$ cat src/rtl/mult_test_pkg.sv
// Shared FSM state type, display status codes and LFSR taps for the multiplier self-test sequencer.
package mult_test_pkg;

    typedef enum logic [3:0] {
        StIdle,
        StStart,
        StWaitBusy,
        StWaitDone,
        StCheck,
        StNext,
        StPass,
        StFail,
        StError
    } state_t;

    localparam logic [4:0] STATUS_IDLE  = 5'h10;
    localparam logic [4:0] STATUS_RUN   = 5'h11;
    localparam logic [4:0] STATUS_PASS  = 5'h12;
    localparam logic [4:0] STATUS_FAIL  = 5'h13;
    localparam logic [4:0] STATUS_ERROR = 5'h14;

    // Right-shift Galois taps for x^32 + x^22 + x^2 + x + 1
    localparam logic [31:0] LFSR_POLY = 32'h8020_0003;

    function automatic logic [4:0] status_of(state_t s);
        case (s)
            StIdle:  status_of = STATUS_IDLE;
            StPass:  status_of = STATUS_PASS;
            StFail:  status_of = STATUS_FAIL;
            StError: status_of = STATUS_ERROR;
            default: status_of = STATUS_RUN;
        endcase
    endfunction

endpackage

$ cat src/rtl/lfsr32_step.sv
// One combinational Galois step of the 32-bit operand generator.
module lfsr32_step
    import mult_test_pkg::*;
(
    input  logic [31:0] state,
    output logic [31:0] next_state
);

    always_comb begin
        next_state = {1'b0, state[31:1]};
        if (state[0]) begin
            next_state = next_state ^ LFSR_POLY;
        end
    end

endmodule

$ cat src/rtl/mult_test_seq.sv
// Self-test sequencer: feeds LFSR operand pairs to a multiplier under test and a gold model,
// waits for the busy handshake and checks the combinational match flag for each pair.
module mult_test_seq
    import mult_test_pkg::*;
#(
    parameter int unsigned NUM_TESTS      = 16,
    parameter logic [31:0] LFSR_SEED      = 32'h1234_5678,
    parameter int unsigned TIMEOUT_CYCLES = 64
) (
    input  logic        clock,
    input  logic        reset_n,
    input  logic        begin_test,
    input  logic        inject_error,
    input  logic        busy,
    input  logic        results_match,
    output logic [15:0] opA,
    output logic [15:0] opB,
    output logic        test_mult_start,
    output logic [4:0]  status_out,
    output logic [7:0]  test_index,
    output logic        done
);

    localparam int unsigned      CNT_W      = $clog2(TIMEOUT_CYCLES + 1);
    localparam logic [CNT_W-1:0] CNT_LAST   = CNT_W'(TIMEOUT_CYCLES - 1);
    localparam logic [7:0]       LAST_INDEX = 8'(NUM_TESTS - 1);

    state_t           state_q, state_d;
    logic [31:0]      lfsr_q, lfsr_next;
    logic [CNT_W-1:0] cnt_q, cnt_inc;
    logic             err_pending_q;
    logic             timeout_hit, mismatch, restart, waiting;

    lfsr32_step u_lfsr_step (
        .state      (lfsr_q),
        .next_state (lfsr_next)
    );

    // Operands come straight from the generator flops, so they only move on load or NEXT.
    assign opA = lfsr_q[31:16];
    assign opB = lfsr_q[15:0];

    assign cnt_inc     = cnt_q + CNT_W'(1);
    assign timeout_hit = (cnt_inc == CNT_LAST);
    assign waiting     = (state_q == StWaitBusy) || (state_q == StWaitDone);
    // A pulse arriving in the CHECK cycle itself still counts against this check.
    assign mismatch    = ~results_match | err_pending_q | inject_error;
    assign restart     = begin_test && ((state_q == StIdle) || (state_q == StPass) ||
                                        (state_q == StFail) || (state_q == StError));

    always_comb begin
        state_d = state_q;
        unique case (state_q)
            StIdle:     if (begin_test) state_d = StStart;
            StStart:    state_d = StWaitBusy;
            StWaitBusy: begin
                if (busy)             state_d = StWaitDone;
                else if (timeout_hit) state_d = StError;
            end
            StWaitDone: begin
                if (!busy)            state_d = StCheck;
                else if (timeout_hit) state_d = StError;
            end
            StCheck: begin
                if (mismatch)                     state_d = StFail;
                else if (test_index == LAST_INDEX) state_d = StPass;
                else                               state_d = StNext;
            end
            StNext:                 state_d = StStart;
            StPass, StFail, StError: if (begin_test) state_d = StStart;
            default:                state_d = StIdle;
        endcase
    end

    always_ff @(posedge clock) begin
        if (!reset_n) begin
            state_q         <= StIdle;
            lfsr_q          <= '0;
            cnt_q           <= '0;
            err_pending_q   <= 1'b0;
            test_index      <= '0;
            test_mult_start <= 1'b0;
            status_out      <= STATUS_IDLE;
            done            <= 1'b0;
        end else begin
            state_q         <= state_d;
            test_mult_start <= (state_d == StStart);
            status_out      <= status_of(state_d);
            done            <= (state_d == StPass) || (state_d == StFail) ||
                               (state_d == StError);
            err_pending_q   <= (state_q == StCheck) ? 1'b0 : (err_pending_q | inject_error);

            if (restart) begin
                lfsr_q     <= LFSR_SEED;
                test_index <= '0;
            end else if (state_q == StNext) begin
                lfsr_q     <= lfsr_next;
                test_index <= test_index + 8'd1;
            end

            // Cleared in START, then free-running across both wait states.
            if (waiting) cnt_q <= cnt_inc;
            else         cnt_q <= '0;
        end
    end

endmodule

$ cat config.mk
export PLATFORM = sky130hd
export DESIGN_NAME = mult_test_seq
export DESIGN_NICKNAME = d
export VERILOG_FILES = /design/src/rtl/mult_test_pkg.sv /design/src/rtl/lfsr32_step.sv /design/src/rtl/mult_test_seq.sv
export SDC_FILE = /design/constraint.sdc
export NUM_CORES = 1
export LEC_CHECK = 0
export ABC_CLOCK_PERIOD_IN_PS = 1800
export CAP_MARGIN = 20
export CORE_UTILIZATION = 46
export CTS_CLUSTER_DIAMETER = 30
export CTS_CLUSTER_SIZE = 12
export DETAILED_ROUTE_END_ITERATION = 10
export GPL_ROUTABILITY_DRIVEN = 0
export PLACE_DENSITY = 0.75
export SYNTH_ARGS = -nofsm -noshare
export SYNTH_HDL_FRONTEND = slang
export SYNTH_SLANG_ARGS = --single-unit
$ cat constraint.sdc
create_clock -name clock -period 1.8 [get_ports clock]
set_clock_uncertainty 0.1 [all_clocks]
set_input_delay 0.36 -clock clock [delete_from_list [all_inputs] [get_ports clock]]
set_output_delay 0.36 -clock clock [all_outputs]
set_load 0.02 [all_outputs]
-- Yosys cells after proc, flatten, opt, wreduce, memory -nomap -nowiden
Cells that the tools add are included.
- register bits: 59
- input port bits: 6
- output and inout bits: 47
- logic and storage cells: 56
- add/sub/neg operators: 2
- equality and inequality tests: 14
- multiplexer cells: 11
- bitwise operators: 6
- reductions and logical operators: 14
- operators with widths (kind ; number):
    2-to-1 mux 29 bit ; 2
    2-to-1 mux 32 bit ; 1
    equality test 4 x 3 -> 1 bit (second input constant) ; 6
    one-hot mux 4 bit (6 select lines) ; 1
    2-to-1 mux 4 bit ; 4
    one-hot mux 3 bit (4 select lines) ; 1
    adder 8 x 1 -> 8 bit (second input constant) ; 1
    equality test 4 x 1 -> 1 bit (second input constant) ; 2
    equality test 4 x 2 -> 1 bit (second input constant) ; 2
    equality test 4 bit (second input constant) ; 2
    equality test 8 x 4 -> 1 bit (second input constant) ; 1
    zero test 4 bit ; 2
    adder 7 x 1 -> 7 bit (second input constant) ; 1
    equality test 7 x 6 -> 1 bit (second input constant) ; 1
    logical OR 1 bit ; 6
    2-to-1 mux 2 bit ; 2
    inverter 3 -> 4 bit ; 1
    OR reduction 2 bit ; 2
    OR reduction 4 bit ; 1
    bitwise OR 1 bit ; 3
    inverter 1 bit ; 2
    AND reduction 2 bit ; 1
    nonzero test 2 bit ; 1
    logical AND 1 bit ; 1

-- Logic depth before layout (Yosys ltp)
- depth after elaboration: 8
- gate-level depth with buffers: 7
- depth with buffers taken out: 7

-- Modules after synthesis
Synthesis repeated with hierarchy kept, for this count alone.
- cell total of the unflattened synthesis: 320
- area, all modules: 2620.0 um^2
- by module, submodules not included (module ; times used ; cells each ; area each (um^2) ; sequential area each (um^2)):
    mult_test_seq ; 1 ; 288 ; 2376.0 ; 1141.1
    lfsr32_step ; 1 ; 32 ; 244.0 ; 0.0

-- Worst setup path after synthesis
No wires, ideal clock.
- path type: reg-to-reg
- start point: reg cnt_q[0]
- end point: reg test_mult_start
- library setup time: 73 ps
- data arrival time: 1734 ps
- required time: 1627 ps
- slack: -107 ps
- cell stages (with the launch flop): 8
- cell sequence: dfxtp_1 -> ha_1 -> nand3_2 -> o21a_1 -> a211oi_4 -> a31oi_2 -> nor3_2 -> nor3b_2
- longest elaborated chain between the ends: 6
- elaborated cells between the ends (all ways): 7
- classes of those cells: 1 x add/sub; 2 x eq/ne; 4 x mux
- RTL lines (item ; RTL line ; text):
    from (decl) ; mult_test_seq.sv:30 ; logic [CNT_W-1:0] cnt_q, cnt_inc;
    from (signal assigned) ; mult_test_seq.sv:102 ; if (waiting) cnt_q <= cnt_inc;
    adder 7 x 1 -> 7 bit * ; mult_test_seq.sv:43 ; assign cnt_inc = cnt_q + CNT_W'(1);
    equality test 7 x 6 -> 1 bit * ; mult_test_seq.sv:44 ; assign timeout_hit = (cnt_inc == CNT_LAST);
    2-to-1 mux 4 bit * ; mult_test_seq.sv:58, mult_test_seq.sv:62 ;
    2-to-1 mux 4 bit (on tied branches) ; mult_test_seq.sv:61, mult_test_seq.sv:57 ;
    one-hot mux 4 bit (6 select lines) * ; mult_test_seq.sv:53 ; unique case (state_q)
    equality test 4 x 1 -> 1 bit * ; mult_test_seq.sv:87 ; test_mult_start <= (state_d == StStart);
    to (signal assigned) ; mult_test_seq.sv:87 ;
    to (decl) ; mult_test_seq.sv:18 ; output logic test_mult_start,
Every way passes the cells marked *; elsewhere a longest branch is shown, timed or not.
A chain may end at the register's enable or synchronous reset.

-- Final worst setup path
- start point: reg cnt_q[0]
- end point: reg status_out[0]
- longest elaborated chain between the ends: 7
- elaborated cells between the ends (all ways): 11
- classes of those cells: 1 x add/sub; 4 x eq/ne; 5 x mux; 1 x reduce/logical
- RTL lines (item ; RTL line ; text):
    adder 7 x 1 -> 7 bit * ; mult_test_seq.sv:43 ;
    equality test 7 x 6 -> 1 bit * ; mult_test_seq.sv:44 ;
    2-to-1 mux 4 bit * ; mult_test_seq.sv:58, mult_test_seq.sv:62 ;
    2-to-1 mux 4 bit (on tied branches) ; mult_test_seq.sv:61, mult_test_seq.sv:57 ;
    one-hot mux 4 bit (6 select lines) * ; mult_test_seq.sv:53 ;
    equality test 4 bit, or another cell as far along ; mult_test_pkg.sv:26 ; case (s)
    one-hot mux 3 bit (4 select lines) * ; mult_test_pkg.sv:26 ;
    to (signal assigned) ; mult_test_seq.sv:88 ; status_out <= status_of(state_d);
    to (decl) ; mult_test_seq.sv:19 ; output logic [4:0] status_out,
Marks and branches as above.

==> run summary <==
Maximum vdd drop: 678 µV
Slowest Stage Delay on Critical Path: 0.34 ns
Worst-case clock buffer depth: 2
Initial Util: 48.1%
Drt first pass iters: 4
Die Span X: 78.1 µm
Critical Path End Type: flip-flop
TritonCTS clock tree: built
Mux cell area share after synthesis: 0%
Pwr Total: 3.64 mW
Synth Area in Adders: 1.41%
Rows: 27
Vias: 2,322
Maxcap violations: 0
Share of cells above drive strength 1: 19.8%
F_max: 528 MHz
Synth Area in Compound Gates: 15.6%
Core area: 5540 µm²
Kind of critical path: reg2reg
Number of diodes: 0
FF+latch count, synth: 57
Worst-Margin Slew: 0.548 ns
Layout Cells excl Fill: 446
Post-Synthesis Cells: 320
# setup viols final: 3
Top cells by area, synth: dfxtp_1 (43%), nand2_1 (11%), buf_4 (9.0%)
Clock Sink Count: 57
Post-synth net total: 329
Leakage Power: 1.75 nW
Arr. time, crit path: 2.00 ns
Hpwl dp: 3990 µm
Drt total wl: 6160 µm
Crit path time final: 1.89 ns
Routed Antenna Nets: 0
Hold Fails Final Rpt: 0
Crit share post-route: 105%
Final net count: 378
Worst slew margin: 63.4%
Pwr dens: 1000 nW/µm²
Initial antenna violation count: 0
Setup TNS: -0.169 ns
Sequential area share after synthesis: 42.8%
Largest family of logic cells by synthesized area: simple AND/OR/NAND/NOR gates
Worst-Skew Late Latency: 0.34 ns
Cells after DPL: 428
CP max FO: 5
Post-route cell area: 3630 µm²
Most common cell in the netlist: nand2_1
Worst-case reg-to-reg path depth: 7
Drt wl/cell: 13.8 µm
DR iter-0 viols: 109
Total GRT Usage: 20.5%
Tightest Hold Check Type: reg2reg
Setup ws final: -0.0937 ns
Number of synthesis warnings: 0
Synthesis-to-layout area growth: 36.4%
Post-synth top cells: nand2_1 (76), dfxtp_1 (57), buf_4 (32)
Hold buffers post-CTS: 0
Crit-path cells: ha_4 > nand2b_4 > o21bai_4 > a211oi_4 > a31oi_1 > o221ai_1 > a22oi_1
H-tree levels: 3
Share of the synthesized area in the top cell type: 42.8%
Status: complete, but fails checks
Num ports: 53
Via density: 5.21
GRT overflow: 0
Mean post-synth cell area: 8.32 µm²
Die Area: 6100 µm²
Netlist cell types: 48
Post-Synth Simple-Gate Area: 24.0%
Post-layout util: 65.6%
Die height: 78.1 µm
Num CTS Buffers: 9
Post-synth EDFFs: 0
Drt drc: 0
First-pass GRT wire length: 9670 µm
Synth area leader: dfxtp_1
Vias in the first global route: 2,062
Failing checks: setup timing
Port bufs: 50
Startpoint Class: flip-flop
Synth Flop Type: dfxtp_1
CTS Root Cell: clkbuf_8
Asr flop ratio synth: 0%
Worst Hold Depth: 2
Critical Path RT: 1.90 ns
Largest net degree at the start of global routing: 31
Synth Area in XOR/XNOR: 4.27%
Dpl cell area: 3250 µm²
Clock Pin Slew Worst Setup and Hold Paths: 0.07 ns
Synth Cell Area: 2660 µm²
Worst path slowest cell: dfxtp_2
RSZ-0062 raised after global routing: true
Final Max Tran Viols: 0
==> state kept, by name, summed over array words and instances (netlist names) <==
| register | count |
|---|---|
| lfsr_q | 32 |
| test_index | 8 |
| cnt_q | 7 |
| state_q | 4 |
| status_out | 3 |
| done | 1 |
| err_pending_q | 1 |
| test_mult_start | 1 |
==> worst max-delay path, delay by kind of cell (launching register included) <==
| family | cells | cell delay [ns] |
|---|---|---|
| DFF | 1 | 0.34 |
| adders and majority gates | 1 | 0.18 |
| AOI/OAI and AO/OA | 5 | 1.00 |
| and+or+nand+nor | 1 | 0.15 |
==> repair_timing <==
action                     CTS  global route
resized for setup           20            29
pin swaps                    7             0
buffers inserted             1             1
cloned                       0             0
setup endpoints to repair   16            43
==> power breakdown <==
group	internal [mW]	switching, mW	total, mW
registers	1.35	0.0751	1.43
logic	0.295	0.368	0.663
clock network	1.03	0.516	1.55
total	2.68	0.959	3.64
==> cell type report <==
cell class,count,area [µm²]
multi-input cells,214,1290
well taps,72,90.1
fillers,476,1910
clock inverters,4,97.6
flip-flops and latches,57,1150
inverters,5,18.8
repair buffers,82,820
clock buffers,12,165
==> layout by cell type, fill, tap and decap left out, types with 4 or more instances in the layout <==
master and n:
a21oi_1 21, a31oi_1 14, and3_1 4, buf_4 29, clkbuf_8 12, clkdlybuf4s50_1 17
dfxtp_1 49, dfxtp_2 8, dlygate4sd2_1 11, dlymetal6s2s_1 22, inv_1 5, nand2_1 76
nand2b_1 4, nor2_1 22, o21ai_0 4, xor2_1 10
==> stage by stage <==
stage               hold WS (ns)  setup slack (ns)
floorplan                  0.345            0.0179
global placement           0.356            -0.326
detailed placement         0.361            -0.346
CTS                        0.370           -0.0436
global route               0.390            -0.193
finish                     0.369           -0.0937
==> routing by layer <==
layer	wire length, µm	global-route usage, %
met1	2740	25.2
met2	2960	33.4
met3	310	5.47
met4	146	9.26
met5	0	0
==> kinds of logic (layout without fill, tap and decap cells) <==
kind of cell	count (synthesis)	count (layout)
buffers and inverters	49	103
XOR/XNOR	13	13
flip-flops	57	57
AO/OA/AOI/OAI	60	60
AND/OR/NAND/NOR	136	136
adder cells (fa/ha/maj)	3	3
other	2	2
==> final timing paths <==
check,from,to,slack [ns]
worst max-delay path,cnt_q[0],status_out[0],-0.09
worst max register to register,cnt_q[0],status_out[0],-0.09
worst min-delay path,lfsr_q[17],lfsr_q[16],0.37
worst min register to register,lfsr_q[17],lfsr_q[16],0.37
(Power assumes the default switching activity.)
==> RTL edit 1 (same flow settings) <==
Remove the register `done`: a continuous assignment takes its place, so the output `done` follows one clock earlier.
--- a/src/rtl/mult_test_seq.sv
+++ b/src/rtl/mult_test_seq.sv
@@ -82,11 +82,8 @@
             test_mult_start <= 1'b0;
             status_out      <= STATUS_IDLE;
-            done            <= 1'b0;
         end else begin
             state_q         <= state_d;
             test_mult_start <= (state_d == StStart);
             status_out      <= status_of(state_d);
-            done            <= (state_d == StPass) || (state_d == StFail) ||
-                               (state_d == StError);
             err_pending_q   <= (state_q == StCheck) ? 1'b0 : (err_pending_q | inject_error);
 
@@ -105,4 +102,6 @@
     end
 
+    assign done = (state_d == StPass) || (state_d == StFail) || (state_d == StError);
+
 endmodule
 
Function: changed (Yosys sat finds a counterexample within 10 cycles, from zero or initial values and one cycle with reset_n low).
==> RTL edit 1 against the unedited design <==
The flow still finishes with violations (negative setup slack); utilization grew 0.86 points; sequential cell count shrank 1; cell area about the same; combinational power shrank 31%; wire length fell by 7.5%; setup slack lost 0.79 ns; area after synthesis decreased by 2.1%; global-route usage shrank 0.15 points; cell count rose by 2.2%; critical path depth is 1 higher; first-iteration DRC count fell by 3.7%; total power is 30% lower; largest cell class unchanged; largest power group is now sequential cells; highest routed layer unchanged.
==> RTL edit 1: results (changes against the unedited design) <==
| Metric | Value |
|---|---|
| Total GRT Usage | `20.3% (-0.15 points)` |
| Post-detailed-route wirelength per cell | `12.5 um (-9.5%)` |
| Post-placement worst setup slack | `-1.06 ns (-0.717 ns)` |
| Worst-path fanout max | `4 (-1)` |
| Highest cell delay on the worst timing path | `0.43 ns (+0.09 ns)` |
| Most area-consuming cells after synthesis | `dfxtp_1 43%, nand2_1 10%, buf_4 8.9%, a21oi_1 4.2%, a31oi_1 3.4%` |
| Top cell types by occurrence after synthesis | `72 x nand2_1, 56 x dfxtp_1, 31 x buf_4` |
| Worst setup slack after layout | `-0.886 ns (-0.793 ns)` |
| Number of cells traversed by the worst register-to-register path | `8 (+1)` |
| Clock transition at path regs | `0.10 ns (+0.03 ns)` |
| Worst min-delay path endpoint | `lfsr_q[26]` |
| Layout buffering overhead excluding clock cells | `28.3% (+5.7 points)` |
| Slowest stage cell on the critical path | `or4_4` |
| Layout net count | `392 (+3.7%)` |
| Critical path capture point | `done` |
| Setup violations, final | `8 (+5)` |
| Synthesized-area fraction occupied by adder cells | `1.44% (+0.030 points)` |
| Filler Cell Count | `468 (-1.7%)` |
| Multi-input combinational area share | `34.8% (-0.75 points)` |
| Number of buffers added by the clock tree synthesis step | `5 (-4)` |
| Sequential fraction of the synthesis area | `43.0% (+0.14 points)` |
| Plain + repair buffers | `109 (+33%)` |
| Outcome | `complete, but fails checks` |
| Failing checks | `negative setup slack` |
| Post-synthesis net count | `320 (-2.7%)` |
| Combined flip-flop and latch cell area | `0.00113 mm2 (-2.0%)` |
| Multi-input combinational cell count | `206 (-3.7%)` |
[RTL edit 1: what timing repair did]
action / 4_1_cts / 5_1_grt
resized for setup: 21 / 25
pin swaps: 5 / 1
hold endpoints to repair: 0 / 0
buffers inserted: 0 / 1
endpoints found under the setup margin: 44 / 64
hold buffers: 0 / 0
[RTL edit 1: metal layers]
metal  part of all wire (%)  up-vias  track usage [%]  routed length, um
met5                      0        -                0                  0
met4                    1.7        0             8.30                 95
met3                    3.5        9             4.40                200
met2                     50       35             36.1               2870
met1                     45     1060             23.4               2540
li1                       -     1154                -                  -
[RTL edit 1: per-stage QoR]
step	power [mW]	std cells	instance area [um2]
final	2.56	456	3630
after global routing	2.68	456	3630
after CTS	2.57	455	3560
after detailed placement	1.79	447	3430
after global placement	1.78	447	3430
after floorplan	1.62	311	2640
[RTL edit 1: where the power goes]
group	switching, mW	internal [mW]	leakage [nW]
logic	0.232	0.223	1.14
clock network	0.411	0.365	0.0540
registers	0.0379	1.29	0.457
==> RTL edit 2 (same settings) <==
Made on the original files. `TIMEOUT_CYCLES`: 64 -> 128.
--- a/src/rtl/mult_test_seq.sv
+++ b/src/rtl/mult_test_seq.sv
@@ -6,5 +6,5 @@
     parameter int unsigned NUM_TESTS      = 16,
     parameter logic [31:0] LFSR_SEED      = 32'h1234_5678,
-    parameter int unsigned TIMEOUT_CYCLES = 64
+    parameter int unsigned TIMEOUT_CYCLES = 128
 ) (
     input  logic        clock,
Behaviour: no difference found for any inputs over 10 cycles, from zero or initial values and one cycle with reset_n low; that may be too few to reach the edited logic, so the function may still have changed.
==> RTL edit 2 against the unedited design <==
The flow still finishes with violations (negative setup slack); area after synthesis grew 1.6%; via count shrank 0.78%; wire length shrank 5.0%; sequential cell count grew 1; global-route usage shrank 0.37 points; clock power shrank 7%; worst hold slack gained 0.00054 ns; die area grew 1.6%; cell area shrank 1.9%; setup slack gained 0.071 ns; total power shrank 6.9%.
==> RTL edit 2: results (changes against the unedited design) <==
| Metric | Value |
|---|---|
| Number of buffers on the longest clock path | `2 (unchanged)` |
| Regs by FF count | `lfsr_q (32), cnt_q (8), test_index (8)` |
| H-tree depth reported by CTS | `3 (unchanged)` |
| Gate Count Post-Synth | `326 (+1.9%)` |
| Clock transition at path regs | `0.07 ns (about the same)` |
| Placed cell areas | `0.00324 mm2 (-0.31%)` |
| Worst vdd ir | `0.000782 V (+15%)` |
| Number of buffers added on ports | `50 (unchanged)` |
| Total leakage power | `1.63 nW (-6.9%)` |
| Data arrival, critical path | `1.94 ns (-0.06 ns)` |
| Internal power contribution | `2.51 mW (-6.2%)` |
| Layout net count | `379 (+0.26%)` |
| Count of distinct cell types in the synthesized netlist | `54 (+13%)` |
| Count of flip-flops with a built-in enable after synthesis | `0 (unchanged)` |
| Sequential fraction of the synthesis area | `42.9% (+0.047 points)` |
| Post-synthesis net count | `335 (+1.8%)` |
| Post-Route Hold Slack | `0.370 ns (+0.000539 ns)` |
| Initial drt markers | `118 (+8.3%)` |
| Setup violations, final | `3 (unchanged)` |
| Dominant synthesized flop cell | `dfxtp_1` |
| Maximum number of pins on one net before global-route repair | `39 (+26%)` |
| Post-DP HPWL | `3950 um (-1.0%)` |
| Initial antenna violation count | `0 (unchanged)` |
| Most area-consuming cells after synthesis | `dfxtp_1 43%, nand2_1 10%, buf_4 8.6%, a21oi_1 4.6%, nor2_1 3.0%` |
| Overall via count from detail_route | `2304 (-0.78%)` |
| Placed insts | `430 (+0.47%)` |
| Final routed wirelength across all metal layers | `5860 um (-5.0%)` |
| Failing checks | `negative setup slack` |
| Clock latency at the later pin of the worst-skew pair | `0.32 ns (-0.02 ns)` |
| Synth async-reset ratio | `0% (unchanged)` |
| Number of detailed-route iterations in the first pass | `4 (unchanged)` |
| Kind of path behind the tightest hold check | `flop to flop` |
| Buffer type at the clock tree root | `clkbuf_8` |
| Yosys warning count | `0 (unchanged)` |
| Number of buffers added by the clock tree synthesis step | `9 (unchanged)` |
| Worst setup slack after layout | `-0.0225 ns (+0.0711 ns)` |
| Proportion of layout cells with a drive suffix above 1 | `17.9% (-1.9 points)` |
| Worst-path fanout max | `7 (+2)` |
| Max-slew violations | `0 (unchanged)` |
| DR vias/cell | `5.15 (-1.0%)` |
| Total GRT Usage | `20.1% (-0.37 points)` |
| Top cell types by occurrence after synthesis | `73 x nand2_1, 58 x dfxtp_1, 31 x buf_4` |
| Antenna diodes | `0 (unchanged)` |
| Outcome | `complete, but fails checks` |
| First-pass GRT wire length | `9820 um (+1.5%)` |
| Number of global-route vias before repair | `2199 (+6.6%)` |
[RTL edit 2: cell count changes after synthesis, moves of 3 or more]
cell,unedited run,this run
and2_1,1,4
a21oi_1,22,25
xnor2_1,3,7
nor3b_1,3,0
nand2_1,76,73
[RTL edit 2: area by class of cell]
type / count / area [um2]
fillers: 461 / 2010
multi-input cells: 215 / 1250
flip-flops and latches: 58 / 1170
clock inverters: 7 / 118
repair buffers: 79 / 783
inverters: 7 / 26.3
well taps: 72 / 90.1
clock buffers: 9 / 124
[RTL edit 2: worst max-delay path, stage by stage (launching register included)]
cell	delay, ns
dfxtp_4	0.36
buf_6	0.13
inv_1	0.06
ha_2	0.17
o311ai_2	0.09
a211oi_2	0.29
o211ai_2	0.17
and3_1	0.19
a21o_1	0.15
[RTL edit 2: cell families after synthesis]
kind of cell	Yosys count	share of synthesized area, %
AOI/OAI and AO/OA	64	15.7
and+or+nand+nor	129	22.0
other	2	0.277
xor gates and xnor gates	16	5.18
buffers and inverters	53	12.2
adders and majority gates	3	1.39
DFF	58	42.9
muxes	1	0.416
[RTL edit 2: power groups by stage]
stage	clock network, mW	logic (mW)	registers (mW)
2_1_floorplan	0	0.364	1.44
3_3_place_gp	0	0.516	1.45
5_1_grt	1.53	0.576	1.43
4_1_cts	1.45	0.533	1.42
6_report	1.44	0.531	1.42
3_5_place_dp	0	0.524	1.45
[RTL edit 2: path summary, 6_finish.rpt]
path                            startpoint         end  cells past startpoint
worst max-delay path              cnt_q[0]        done                      8
worst min-delay path            lfsr_q[24]  lfsr_q[24]                      2
worst max register to register    cnt_q[0]        done                      8
worst min register to register  lfsr_q[24]  lfsr_q[24]                      2
[RTL edit 2: stage by stage]
stage	setup slack [ns]	TNS, ns	util [%]
after CTS	-0.0488	-0.0488	62.6
after global routing	-0.102	-0.439	63.9
after floorplan	0.00891	0	-
final	-0.0225	-0.0563	63.9
after global placement	-0.518	-2.43	58.1
after detailed placement	-0.541	-2.68	58.1
[RTL edit 2: what timing repair did]
| action | in CTS | in global routing |
|---|---|---|
| setup endpoints to repair | 15 | 29 |
| buffers inserted | 0 | 1 |
| gates resized for setup | 13 | 26 |
| pin swaps | 6 | 5 |
[RTL edit 2: routing by layer]
metal | part of all wire [%] | track usage (%) | wire length, um
met1 | 45 | 25.7 | 2650
met5 | 0 | 0 | 0
met4 | 1.4 | 8.89 | 84
met2 | 49 | 32.8 | 2870
met3 | 4.3 | 3.91 | 252
